File: config.mk
export PLATFORM = sky130hd
export DESIGN_NAME = rtc_bus_scheduler_flat
export DESIGN_NICKNAME = d
export VERILOG_FILES = /design/src/rtl/rtc_bus_scheduler_if.sv /design/src/rtl/rtc_bus_scheduler.sv /design/src/flat_wrapper.sv
export SDC_FILE = /design/constraint.sdc
export NUM_CORES = 1
export LEC_CHECK = 0
export ABC_CLOCK_PERIOD_IN_PS = 1770
export CORE_ASPECT_RATIO = 0.7
export CORE_MARGIN = 5
export CORE_UTILIZATION = 56
export CTS_CLUSTER_SIZE = 30
export DETAILED_ROUTE_END_ITERATION = 8
export DONT_BUFFER_PORTS = 1
export GPL_TIMING_DRIVEN = 1
export PLACE_DENSITY = 0.83
export SETUP_SLACK_MARGIN = 0.2
export SYNTH_ARGS = -nofsm -noshare
export SYNTH_HDL_FRONTEND = slang
export SYNTH_SLANG_ARGS = --single-unit
File: constraint.sdc
create_clock -name clk -period 1.77 [get_ports clk]
set_input_delay 0.354 -clock clk [delete_from_list [all_inputs] [get_ports clk]]
set_output_delay 0.354 -clock clk [all_outputs]
set_load 0.02 [all_outputs]
File: src/rtl/rtc_bus_scheduler_if.sv
// Handshake and RTC bus pin bundle between the bus scheduler (master) and
// the write/read sequencers plus request logic (slave).
interface rtc_bus_scheduler_if;
    logic wr_req;
    logic wr_done;
    logic rd_done;
    logic do_it_esc;
    logic do_it_lee;
    logic gnt_wr;
    logic gnt_rd;
    logic a_d_esc, cs_esc, rd_esc, wr_esc;
    logic a_d_lee, cs_lee, rd_lee, wr_lee;
    logic a_d, cs, rd, wr;
    logic busy;
    logic timeout_err;

    modport master (
        input  wr_req, wr_done, rd_done,
        input  a_d_esc, cs_esc, rd_esc, wr_esc,
        input  a_d_lee, cs_lee, rd_lee, wr_lee,
        output do_it_esc, do_it_lee, gnt_wr, gnt_rd,
        output a_d, cs, rd, wr,
        output busy, timeout_err
    );

    modport slave (
        output wr_req, wr_done, rd_done,
        output a_d_esc, cs_esc, rd_esc, wr_esc,
        output a_d_lee, cs_lee, rd_lee, wr_lee,
        input  do_it_esc, do_it_lee, gnt_wr, gnt_rd,
        input  a_d, cs, rd, wr,
        input  busy, timeout_err
    );
endinterface

File: src/rtl/rtc_bus_scheduler.sv
// Owns the RTC bus pins and time-shares them between the write and read sequencers.
// Optional macro RTC_RD_AFTER_WR_EN: a completed write immediately queues a read-back.
module rtc_bus_scheduler #(
    parameter int unsigned REFRESH_CYCLES = 1000,
    parameter int unsigned GUARD_CYCLES   = 4,
    parameter int unsigned TIMEOUT_CYCLES = 512,
    parameter int unsigned CNT_W          = 16
) (
    input logic                 clk,
    input logic                 reset,
    rtc_bus_scheduler_if.master bus_io
);

    typedef enum logic [1:0] {IDLE, GNT_WR, GNT_RD, GUARD} state_e;

    localparam int unsigned GUARD_W = ($clog2(GUARD_CYCLES) > 0) ? $clog2(GUARD_CYCLES) : 1;
    localparam logic [CNT_W-1:0]   REFRESH_LAST = CNT_W'(REFRESH_CYCLES - 1);
    localparam logic [CNT_W-1:0]   TIMEOUT_LAST = CNT_W'(TIMEOUT_CYCLES - 1);
    localparam logic [GUARD_W-1:0] GUARD_LAST   = GUARD_W'(GUARD_CYCLES - 1);

    state_e             state_q, state_d;
    logic               pendWr_q, pendWr_d;
    logic               pendRd_q, pendRd_d;
    logic [CNT_W-1:0]   refreshCnt_q, refreshCnt_d;
    logic [CNT_W-1:0]   wdog_q, wdog_d;
    logic [GUARD_W-1:0] guardCnt_q, guardCnt_d;
    logic               doItEsc_q, doItLee_q;
    logic               timeoutErr_q, timeoutErr_d;
    logic               grantWr, grantRd;
    logic               ownerDone;
    logic               refreshWrap;
    logic               setRd;
    logic [3:0]         pins;

    // Only the current owner's done pulse can end a grant.
    assign ownerDone = (state_q == GNT_WR) ? bus_io.wr_done : bus_io.rd_done;

    always_comb begin
        state_d      = state_q;
        wdog_d       = wdog_q;
        guardCnt_d   = guardCnt_q;
        timeoutErr_d = timeoutErr_q;
        grantWr      = 1'b0;
        grantRd      = 1'b0;
        unique case (state_q)
            IDLE: begin
                wdog_d     = '0;
                guardCnt_d = '0;
                if (pendWr_q) begin
                    state_d = GNT_WR;
                    grantWr = 1'b1;
                end else if (pendRd_q) begin
                    state_d = GNT_RD;
                    grantRd = 1'b1;
                end
            end
            GNT_WR, GNT_RD: begin
                wdog_d = wdog_q + 1'b1;
                if (ownerDone) begin
                    state_d = GUARD;
                    wdog_d  = '0;
                end else if (wdog_q == TIMEOUT_LAST) begin
                    state_d      = GUARD;
                    wdog_d       = '0;
                    timeoutErr_d = 1'b1;
                end
            end
            GUARD: begin
                if (guardCnt_q == GUARD_LAST) begin
                    state_d    = IDLE;
                    guardCnt_d = '0;
                end else begin
                    guardCnt_d = guardCnt_q + 1'b1;
                end
            end
            default: state_d = IDLE;
        endcase
    end

`ifdef RTC_RD_AFTER_WR_EN
    logic wrCompleted;
    // wr_done outranks the watchdog in GNT_WR, so any wr_done seen here is a real completion.
    assign wrCompleted = (state_q == GNT_WR) && bus_io.wr_done;
`endif

    always_comb begin
        refreshWrap  = (refreshCnt_q == REFRESH_LAST);
        refreshCnt_d = refreshWrap ? '0 : refreshCnt_q + 1'b1;
        setRd        = refreshWrap;
`ifdef RTC_RD_AFTER_WR_EN
        if (wrCompleted) begin
            refreshCnt_d = '0;
            setRd        = 1'b1;
        end
`endif
        pendWr_d = (pendWr_q & ~grantWr) | bus_io.wr_req;
        pendRd_d = (pendRd_q & ~grantRd) | setRd;
    end

    always_ff @(posedge clk or posedge reset) begin
        if (reset) begin
            state_q      <= IDLE;
            pendWr_q     <= 1'b0;
            pendRd_q     <= 1'b0;
            refreshCnt_q <= '0;
            wdog_q       <= '0;
            guardCnt_q   <= '0;
            doItEsc_q    <= 1'b0;
            doItLee_q    <= 1'b0;
            timeoutErr_q <= 1'b0;
        end else begin
            state_q      <= state_d;
            pendWr_q     <= pendWr_d;
            pendRd_q     <= pendRd_d;
            refreshCnt_q <= refreshCnt_d;
            wdog_q       <= wdog_d;
            guardCnt_q   <= guardCnt_d;
            doItEsc_q    <= grantWr;
            doItLee_q    <= grantRd;
            timeoutErr_q <= timeoutErr_d;
        end
    end

    // Pins follow the state register directly so an async reset idles the bus at once.
    always_comb begin
        pins = 4'b1111;
        if (state_q == GNT_WR) begin
            pins = {bus_io.a_d_esc, bus_io.cs_esc, bus_io.rd_esc, bus_io.wr_esc};
        end else if (state_q == GNT_RD) begin
            pins = {bus_io.a_d_lee, bus_io.cs_lee, bus_io.rd_lee, bus_io.wr_lee};
        end
    end

    assign {bus_io.a_d, bus_io.cs, bus_io.rd, bus_io.wr} = pins;
    assign bus_io.gnt_wr      = (state_q == GNT_WR);
    assign bus_io.gnt_rd      = (state_q == GNT_RD);
    assign bus_io.busy        = (state_q != IDLE);
    assign bus_io.do_it_esc   = doItEsc_q;
    assign bus_io.do_it_lee   = doItLee_q;
    assign bus_io.timeout_err = timeoutErr_q;

endmodule

File: src/flat_wrapper.sv
// flat-port wrapper written by rule: the top's interface ports become plain ports
module rtc_bus_scheduler_flat 
#(
    parameter int unsigned REFRESH_CYCLES = 1000,
    parameter int unsigned GUARD_CYCLES   = 4,
    parameter int unsigned TIMEOUT_CYCLES = 512,
    parameter int unsigned CNT_W          = 16
)
  (clk, reset, bus_io_wr_req, bus_io_wr_done, bus_io_rd_done, bus_io_a_d_esc, bus_io_cs_esc, bus_io_rd_esc, bus_io_wr_esc, bus_io_a_d_lee, bus_io_cs_lee, bus_io_rd_lee, bus_io_wr_lee, bus_io_do_it_esc, bus_io_do_it_lee, bus_io_gnt_wr, bus_io_gnt_rd, bus_io_a_d, bus_io_cs, bus_io_rd, bus_io_wr, bus_io_busy, bus_io_timeout_err);
  rtc_bus_scheduler_if bus_io_i ();
  input logic clk;
  input logic reset;
  input wire logic [$bits(bus_io_i.wr_req)-1:0] bus_io_wr_req;
  input wire logic [$bits(bus_io_i.wr_done)-1:0] bus_io_wr_done;
  input wire logic [$bits(bus_io_i.rd_done)-1:0] bus_io_rd_done;
  input wire logic [$bits(bus_io_i.a_d_esc)-1:0] bus_io_a_d_esc;
  input wire logic [$bits(bus_io_i.cs_esc)-1:0] bus_io_cs_esc;
  input wire logic [$bits(bus_io_i.rd_esc)-1:0] bus_io_rd_esc;
  input wire logic [$bits(bus_io_i.wr_esc)-1:0] bus_io_wr_esc;
  input wire logic [$bits(bus_io_i.a_d_lee)-1:0] bus_io_a_d_lee;
  input wire logic [$bits(bus_io_i.cs_lee)-1:0] bus_io_cs_lee;
  input wire logic [$bits(bus_io_i.rd_lee)-1:0] bus_io_rd_lee;
  input wire logic [$bits(bus_io_i.wr_lee)-1:0] bus_io_wr_lee;
  output wire logic [$bits(bus_io_i.do_it_esc)-1:0] bus_io_do_it_esc;
  output wire logic [$bits(bus_io_i.do_it_lee)-1:0] bus_io_do_it_lee;
  output wire logic [$bits(bus_io_i.gnt_wr)-1:0] bus_io_gnt_wr;
  output wire logic [$bits(bus_io_i.gnt_rd)-1:0] bus_io_gnt_rd;
  output wire logic [$bits(bus_io_i.a_d)-1:0] bus_io_a_d;
  output wire logic [$bits(bus_io_i.cs)-1:0] bus_io_cs;
  output wire logic [$bits(bus_io_i.rd)-1:0] bus_io_rd;
  output wire logic [$bits(bus_io_i.wr)-1:0] bus_io_wr;
  output wire logic [$bits(bus_io_i.busy)-1:0] bus_io_busy;
  output wire logic [$bits(bus_io_i.timeout_err)-1:0] bus_io_timeout_err;
  assign bus_io_i.wr_req = bus_io_wr_req;
  assign bus_io_i.wr_done = bus_io_wr_done;
  assign bus_io_i.rd_done = bus_io_rd_done;
  assign bus_io_i.a_d_esc = bus_io_a_d_esc;
  assign bus_io_i.cs_esc = bus_io_cs_esc;
  assign bus_io_i.rd_esc = bus_io_rd_esc;
  assign bus_io_i.wr_esc = bus_io_wr_esc;
  assign bus_io_i.a_d_lee = bus_io_a_d_lee;
  assign bus_io_i.cs_lee = bus_io_cs_lee;
  assign bus_io_i.rd_lee = bus_io_rd_lee;
  assign bus_io_i.wr_lee = bus_io_wr_lee;
  assign bus_io_do_it_esc = bus_io_i.do_it_esc;
  assign bus_io_do_it_lee = bus_io_i.do_it_lee;
  assign bus_io_gnt_wr = bus_io_i.gnt_wr;
  assign bus_io_gnt_rd = bus_io_i.gnt_rd;
  assign bus_io_a_d = bus_io_i.a_d;
  assign bus_io_cs = bus_io_i.cs;
  assign bus_io_rd = bus_io_i.rd;
  assign bus_io_wr = bus_io_i.wr;
  assign bus_io_busy = bus_io_i.busy;
  assign bus_io_timeout_err = bus_io_i.timeout_err;
  rtc_bus_scheduler #(.REFRESH_CYCLES(REFRESH_CYCLES), .GUARD_CYCLES(GUARD_CYCLES), .TIMEOUT_CYCLES(TIMEOUT_CYCLES), .CNT_W(CNT_W)) u_core (.clk(clk), .reset(reset), .bus_io(bus_io_i));
endmodule
# After elaboration in Yosys (flattened, before gate mapping)
# Cells that the tools add are included.
# word_totals
regBits	41
in_bits	13
elab_cells	55
# op_classes
add_sub_neg	3
eq_ne	9
n_mux	20
bitwise	7
reduce_logical	7
# op_table
operator	count
two-way mux 16 bit	3
adder 16 x 1 -> 16 bit (second input constant)	2
one-hot mux 16 bit (2 select lines)	1
equality test 16 x 10 -> 1 bit (second input constant)	1
equality test 16 x 9 -> 1 bit (second input constant)	1
two-way mux 2 bit	6
two-way mux 4 bit	2
equality test 2 bit (second input constant)	3
two-way mux 1 bit	6
inequality test 3 x 1 -> 1 bit (second input constant)	2
one-hot mux 2 bit (3 select lines)	1
AND reduction 3 bit	2
nonzero test 2 bit	3
one-hot mux 2 bit (2 select lines)	1
inverter 1 bit	3
adder 2 x 1 -> 2 bit (second input constant)	1
AND 1 bit	2
equality test 2 x 1 -> 1 bit (second input constant)	1
zero test 2 bit	1
inequality test 2 x 1 -> 1 bit (second input constant)	1
OR 1 bit	2
OR reduction 2 bit	1

# Logic depth before layout (Yosys ltp)
# Gate-level depths: netlist of run 1.
# depth
depth_word	6
mapped_depth	8
depth_no_buf	6

# Worst setup path before layout of run 1
# OpenSTA, ideal clock, no wires.
# synth_path
kind	register -> output
start	register u_core.state_q[1]
end	output bus_io_a_d
t_arrival_ps	1533
path_slack_ps	-117
stages_incl_launch_ff	7
path_buffers	1
path_cell_list	dfrtp_1 > inv_1 > ha_1 > clkbuf_1 > nand2b_1 > nor2_1 > a21oi_1
# synth_lines
element	line	text
from (decl)	rtc_bus_scheduler.sv:21	state_e state_q, state_d;
from (signal assigned)	rtc_bus_scheduler.sv:112	state_q <= state_d;
equality test 2 x 1 -> 1 bit	n/a	
named net bus_io_gnt_wr	flat_wrapper.sv:26	output wire logic [$bits(bus_io_i.gnt_wr)-1:0] bus_io_gnt_wr;
two-way mux 4 bit	rtc_bus_scheduler.sv:127	if (state_q == GNT_WR) begin
to (decl)	flat_wrapper.sv:28	output wire logic [$bits(bus_io_i.a_d)-1:0] bus_io_a_d;
# The timed path passes the listed nets, and every way through them passes these cells.

# Final worst setup path of run 1
# layout_path
start	register u_core.wdog_q[10]
end	register u_core.wdog_q[15]
# layout_between
elab_chain_cells	4
# layout_rtl
element	line	text
from (decl)	rtc_bus_scheduler.sv:25	logic [CNT_W-1:0] wdog_q, wdog_d;
from (signal assigned)	rtc_bus_scheduler.sv:116	wdog_q <= wdog_d;
adder 16 x 1 -> 16 bit / equality test 16 x 9 -> 1 bit (equally long branches)	rtc_bus_scheduler.sv:58, rtc_bus_scheduler.sv:62	
two-way mux 16 bit *	rtc_bus_scheduler.sv:62	end else if (wdog_q == TIMEOUT_LAST) begin
two-way mux 16 bit *	rtc_bus_scheduler.sv:59	if (ownerDone) begin
one-hot mux 16 bit (2 select lines) *	rtc_bus_scheduler.sv:45	unique case (state_q)
# Mark *: on every way between the ends. The rest lies on a longest branch, timed or not.
# A chain may end at the register's enable or synchronous reset.

==> summary.txt, run 1 <==
Timing
  • Max frequency: ~0.55 GHz
  • RSZ-0062 raised after global routing: true
  • Tmin final: approximately 1.8 ns
  • Hold Fails Final Rpt: 0
  • Tcrit/Tclk final: 102%
  • Final worst slack: -0.0325 ns
  • Least-Margin Pin Slew: 0.509 ns
  • Setup violators final: 9
  • Setup_tns: -0.161 ns
  • Final Max Slew Viols: 0
  • Fin Clk Skew: approximately 0.0042 ns
  • Rel. slew slack: around two thirds

Detailed routing
  • Drc violations: 0
  • Vias per cell: between 5 and 6
  • Wirelength per Cell: 21.1 um
  • WL final: between 6 and 7 mm
  • DRT iter0 DRCs: between 100 and 150
  • DR vias: roughly 1700
  • Routed Antenna Nets: 0
  • Drt pass-1 iters: 4

CTS
  • CTS tree: built
  • Clk buf depth: 2
  • Clk_lat worst skew: ~0.30 ns
  • CTS sink cnt: between 40 and 50
  • Root Driver: clkbuf_8
  • TritonCTS Buffers: 5
  • H-tree levels: 2
  • Reg clk slew, reported paths: roughly 0.08 ns

Placement
  • IO Port Bufs: 0
  • Placer Congestion: between 0.7 and 0.8
  • DP HPWL: ~2.8 mm
  • Worst slack at placement: about 0.087 ns

Worst setup path
  • Worst EP required: between 1.5 and 2 ns
  • Crit-path max FO: 6
  • Crit-path cells: nor4b_2 -> nand4_1 -> a21oi_4 -> clkbuf_16 -> a21oi_2
  • Data arrival time of the critical path: 1.98 ns
  • CP delay by family, top: simple AND/OR/NAND/NOR gates
  • Largest stage delay, worst path: between 0.4 and 0.5 ns
  • Crit path launch type: register
  • Crit end category: register
  • WP buf/inv: 1
  • Crit path kind: reg -> reg
  • CP max-delay cell: dfrtp_1

Run status
  • Outcome: finished, violations left
  • Violated checks: negative setup slack

Yosys
  • Mean Syn Cell Area: 10.0 sq um
  • Synth Cell Area: a little over 2000 sq um
  • Seq/Total Area, Yosys: roughly half
  • Synthesized net count: between 200 and 250
  • Synth cell types: 38
  • Number of synthesized flops with an enable pin: 0
  • Cells after synthesis: slightly above 200
  • YS warnings: 0
  • Synth Flop Type: dfrtp_1
  • Yosys reg bits: 41
  • Fraction of registers with async set or reset after synthesis: 100%

Pwr
  • Leakage: 0.00126 uW
  • Power Density: 1390 nW/um^2
  • Max VDD drop: a little over 900 uV
  • Tot Pwr: 3980 uW

Die
  • Die H: a little over 60 um
  • IO Count: 23
  • Core area: ~3500 sq um
  • Initial core utilization: between 50% and 60%
  • Die Area: 5000 sq um
  • Row count: 18
  • Die width: 82.4 um

GRT
  • Vias in the first global route: approximately 1600
  • GR Overflow Total: 0
  • Grt met3 use: under 10%
  • Largest net degree at the start of global routing: 42
  • Initial antenna violation count: 0
  • Tot GR Track Use: 20.8%
  • Grt met2 use: between 30% and 40%
  • GR met1 Demand/Resource: about a quarter
  • First-pass GRT wire length: 7.60 mm
  • Busiest layer in global routing: met2

Layout
  • Commonest non-fill, non-tap cells in the layout: 40 x dfrtp_1, 19 x buf_4, 14 x xnor2_1, 14 x nor2_1, 13 x nand2_1
  • Layout area overhead: 39.5%
  • Share of post-route cells with drive strength above 1: about two fifths
  • Ant diodes: 0
  • Most common cell after layout, fill and taps aside: dfrtp_1
  • Final #Nets: around 260
  • # fillers: 180

Run
  • # Max-Cap Violations: 0

Min path
  • HP Class: in -> async
## logic make-up after synthesis
kind of cell	Yosys count	share of synthesized area [%]
xor+xnor	24	10.2
simple gates	97	25.5
compound gates	20	6.14
buf+inv	13	2.49
flops	41	49.9
fa+ha+maj	7	4.26
mux	3	1.46
## report_power, final
part | internal, uW | leakage [uW] | switching, uW | total (uW)
clock | 460 | 0.0000585 | 323 | 783
combinational | 993 | 0.000660 | 1090 | 2080
sequential | 1020 | 0.000546 | 84.3 | 1110
## state kept, by name, summed over array words and instances, names as in the netlist
signal,flops
u_core.bus_io.timeout_err,1
u_core.bus_io.do_it_esc,1
u_core.wdog_q,16
u_core.pendWr_q,1
u_core.refreshCnt_q,16
u_core.state_q,2
u_core.guardCnt_q,2
u_core.bus_io.do_it_lee,1
u_core.pendRd_q,1
## final timing paths
| check | to | depth (start not counted) | start | slack [ns] |
|---|---|---|---|---|
| worst max-delay path | u_core.wdog_q[15]$_DFFE_PP0P_ | 5 | u_core.wdog_q[10]$_DFFE_PP0P_ | -0.03 |
| worst min-delay path | u_core.wdog_q[5]$_DFFE_PP0P_ | 2 | reset | 0.07 |
| worst min register to register | u_core.refreshCnt_q[0]$_DFF_PP0_ | 1 | u_core.refreshCnt_q[0]$_DFF_PP0_ | 0.47 |
| min in group clk | u_core.pendWr_q$_DFF_PP0_ | 1 | bus_io_wr_req | 0.16 |
| max in group asynchronous | u_core.state_q[1]$_DFFE_PP0P_ | 2 | reset | 1.32 |
| worst max register to register | u_core.wdog_q[15]$_DFFE_PP0P_ | 5 | u_core.wdog_q[10]$_DFFE_PP0P_ | -0.03 |
## synth_stat cells (3+ instances only)
cell	n	area share, %
nand2_1	15	2.7
dfrtp_1	41	50
nand3_1	12	2.9
nor4_1	3	0.91
a21oi_1	7	1.7
xor2_1	8	3.4
nor2_1	27	4.9
nand4_1	10	3.0
ha_1	7	4.3
inv_1	9	1.6
and2_1	3	0.91
nand2b_1	3	0.91
xnor2_1	16	6.8
o21ai_0	4	0.97
nor3_1	7	1.7
mux2i_1	3	1.5
a21o_1	4	1.5
## per-stage QoR
| stage | cell area (sq um) | util, % | instances | hold slack (ns) |
|---|---|---|---|---|
| floorplan | 2120 | - | 205 | 0.433 |
| global placement | 2250 | 63.5 | 263 | 0.401 |
| detailed placement | 2250 | 63.5 | 263 | 0.402 |
| CTS | 2570 | 72.6 | 282 | 0.0838 |
| global route | 2870 | 81.2 | 288 | 0.108 |
| finish | 2870 | 81.2 | 288 | 0.0681 |
## layout make-up
cell class | count | area (sq um) | share of cell area (%)
clock inverters | 1 | 30.0 | 1.05
multi-input cells | 151 | 1350 | 46.9
clock buffers | 7 | 86.3 | 3.01
repair buffers | 29 | 278 | 9.68
flip-flops and latches | 41 | 1030 | 35.8
inverters | 9 | 41.3 | 1.44
well taps | 50 | 62.6 | 2.18
## metal layers
layer  up-vias  wire [um]  share of wire, %
met1       849       2460                41
met5         -          0                 0
met4         0        252               4.2
met3        27        393               6.5
met2        76       2960                49
li1        775          -                 -
## timing repair
item / in CTS / in global routing
hold buffers: 0 / 0
gates cloned: 0 / 1
pin swaps: 7 / 21
buffers inserted: 11 / 5
gates resized for setup: 25 / 52
endpoints found under the setup margin: 24 / 33
No activity file was read; power rests on OpenSTA's default activity.
==> run 2: changes to the inputs <==
CORE_UTILIZATION = 59   (was 56)
CTS_BUF_LIST = sky130_fd_sc_hd__clkbuf_4 sky130_fd_sc_hd__clkbuf_8   (was not set)
PLACE_DENSITY = 0.87   (was 0.83)
==> summary.txt, run 2 (synthesis results as in run 1) <==
GRT
  • First-pass GRT wire length: 8.17 mm (+7.5%)
  • GR Overflow Total: 0 (unchanged)
  • Vias in the first global route: 1654 (+1.7%)
  • Largest net degree at the start of global routing: 42 (unchanged)
  • Tot GR Track Use: 23.6% (+2.8 points)
  • Initial antenna violation count: 0 (unchanged)

CTS
  • CTS tree: built
  • Root Driver: clkbuf_8
  • CTS sink cnt: 41 (unchanged)
  • Reg clk slew, reported paths: 0.08 ns (about the same)
  • H-tree levels: 2 (unchanged)
  • Clk_lat worst skew: 0.30 ns (about the same)
  • Clk buf depth: 2 (unchanged)
  • TritonCTS Buffers: 5 (unchanged)

Worst setup path
  • FF-to-FF path depth: 7 (+2)
  • Crit-path max FO: 5 (-1)
  • Worst r2r src: u_core.state_q[1]$_DFFE_PP0P_
  • Crit path kind: reg -> out
  • Crit end category: output port
  • Crit-path cells: inv_2 -> ha_4 -> nand2b_4 -> nor2_4 -> a21oi_4
  • Data arrival time of the critical path: 1.43 ns (-0.55 ns)
  • Largest stage delay, worst path: 0.42 ns (-0.07 ns)
  • Worst EP required: 1.42 ns (-0.53 ns)
  • Crit path launch type: register
  • R2R setup slack: 0 ns (+0.03 ns)
  • Worst flop-to-flop path endpoint: u_core.wdog_q[0]$_DFFE_PP0P_
  • WP buf/inv: 1 (unchanged)
  • CP max-delay cell: dfrtp_1
  • CP delay by family, top: flip-flops

Layout
  • Share of post-route cells with drive strength above 1: 32.2% (-6.9 points)
  • Fin cells: 286 (-0.69%)
  • Commonest non-fill, non-tap cells in the layout: 40 x dfrtp_1, 20 x nor2_1, 20 x buf_4
  • Ant diodes: 0 (unchanged)
  • Final #Nets: 255 (-0.78%)
  • # fillers: 207 (+15%)
  • Most common cell after layout, fill and taps aside: dfrtp_1
  • Top Registers: u_core.refreshCnt_q x16, u_core.wdog_q x16
  • Design Area, Final: 2670 sq um (-6.9%)
  • Layout Utilization: 77.5% (-3.7 points)
  • Layout area overhead: 29.9%

Die
  • Row count: 18 (unchanged)
  • Initial core utilization: 59.7% (+1.5 points)
  • Die H: 59.4 um (-2.1%)
  • Core area: 3450 sq um (-2.5%)
  • Die Area: 4790 sq um (-4.4%)
  • Die width: 80.6 um (-2.3%)
  • IO Count: 23 (unchanged)

Timing
  • Hold Slack: 0.0560 ns (-0.0121 ns)
  • Final Max Slew Viols: 0 (unchanged)
  • Least-Margin Pin Slew: 0.499 ns (-0.00992 ns)
  • Hold Fails Final Rpt: 0 (unchanged)
  • Setup violators final: 1 (-8)
  • Tcrit/Tclk final: 101% (-1.1 points)
  • Final worst slack: -0.0139 ns (+0.0186 ns)
  • RSZ-0062 raised after global routing: true
  • Rel. slew slack: 66.7% (+0.66 points)
  • Tmin final: 1.78 ns (-0.0186 ns)
  • Fin Clk Skew: 0.0102 ns (+0.00600 ns)
  • Max frequency: 0.561 GHz (+1.0%)

Pwr
  • Power Density: 1330 nW/um^2 (-3.8%)
  • Max VDD drop: 901 uV (-3.7%)
  • Leakage: 0.00116 uW (-7.8%)

Run
  • # Max-Cap Violations: 0 (unchanged)

Detailed routing
  • WL final: 5.30 mm (-13%)
  • DRT iter0 DRCs: 123 (-12%)
  • Vias per cell: 5.88 (-1.9%)
  • Drc violations: 0 (unchanged)
  • Routed Antenna Nets: 0 (unchanged)
  • Wirelength per Cell: 18.5 um (-12%)
  • DR vias: 1682 (-2.6%)
  • Drt pass-1 iters: 5 (+1)

Placement
  • DP HPWL: 2.71 mm (-4.8%)
  • Placed cells: 262 (-0.38%)
  • IO Port Bufs: 0 (unchanged)
  • Placer Congestion: 0.816 (+2.4%)
  • Cell Area, Placed: 2230 sq um (-0.89%)

Min path
  • HP Class: in -> async

Run status
  • Outcome: finished, violations left
  • Violated checks: negative setup slack
[run 2: changes by cell type in the layout (fill, tap and decap cells not counted), moves of 2 or more]
cell / change
nor3_2: +4
xnor2_1: +2
nor2_4: -7
nor3_4: -4
xnor2_2: -2
xor2_1: +3
nor2_1: +6
xor2_2: -3
[run 2: repair_timing]
action                     in CTS  in global routing
hold buffers                    0                  0
gates cloned                    1                  0
pin swaps                      11                  2
setup endpoints to repair      22                 28
resized for setup              40                  9
setup buffers                  15                  0
[run 2: metal layers]
layer / up-vias / track usage, % / wire, um
met5: - / 0 / 0
met4: 0 / 13.5 / 211
met3: 18 / 7.75 / 361
met2: 62 / 38.4 / 2510
met1: 829 / 27.8 / 2220
li1: 773 / - / -
[run 2: worst max path at each step]
stage / startpoint / to / slack, ns / cells past startpoint
2_1_floorplan: u_core.state_q[0]$_DFFE_PP0P_ / u_core.wdog_q[15]$_DFFE_PP0P_ / 0.09 / 5
3_3_place_gp: u_core.wdog_q[0]$_DFFE_PP0P_ / u_core.wdog_q[0]$_DFFE_PP0P_ / 0.15 / 5
3_5_place_dp: u_core.wdog_q[0]$_DFFE_PP0P_ / u_core.wdog_q[0]$_DFFE_PP0P_ / 0.13 / 5
4_1_cts: u_core.state_q[1]$_DFFE_PP0P_ / bus_io_cs / 0.05 / 5
5_1_grt: u_core.state_q[1]$_DFFE_PP0P_ / bus_io_rd / -0.07 / 5
6_report: u_core.state_q[1]$_DFFE_PP0P_ / bus_io_rd / -0.01 / 5
[run 2: area by class of cell]
class	instances	area [sq um]	area share, %
flip-flops and latches	41	1030	38.5
clock inverters	1	5.00	0.187
multi-input cells	151	1210	45.4
clock buffers	7	96.3	3.61
inverters	9	38.8	1.45
well taps	50	62.6	2.34
repair buffers	27	229	8.57
[run 2: metrics by stage]
| step | setup WS (ns) | power [uW] | setup TNS [ns] |
|---|---|---|---|
| 2_1_floorplan | 0.0883 | 1930 | 0 |
| 3_3_place_gp | 0.147 | 2070 | 0 |
| 3_5_place_dp | 0.127 | 2110 | 0 |
| 4_1_cts | 0.0520 | 3340 | 0 |
| 5_1_grt | -0.0700 | 3710 | -0.243 |
| 6_report | -0.0139 | 3560 | -0.0139 |
[run 2: power by group]
group          leakage [uW]  switching [uW]  total [uW]  internal (uW)
clock             0.0000542             325         677            352
sequential         0.000546            94.4        1120           1020
combinational      0.000565             947        1760            818
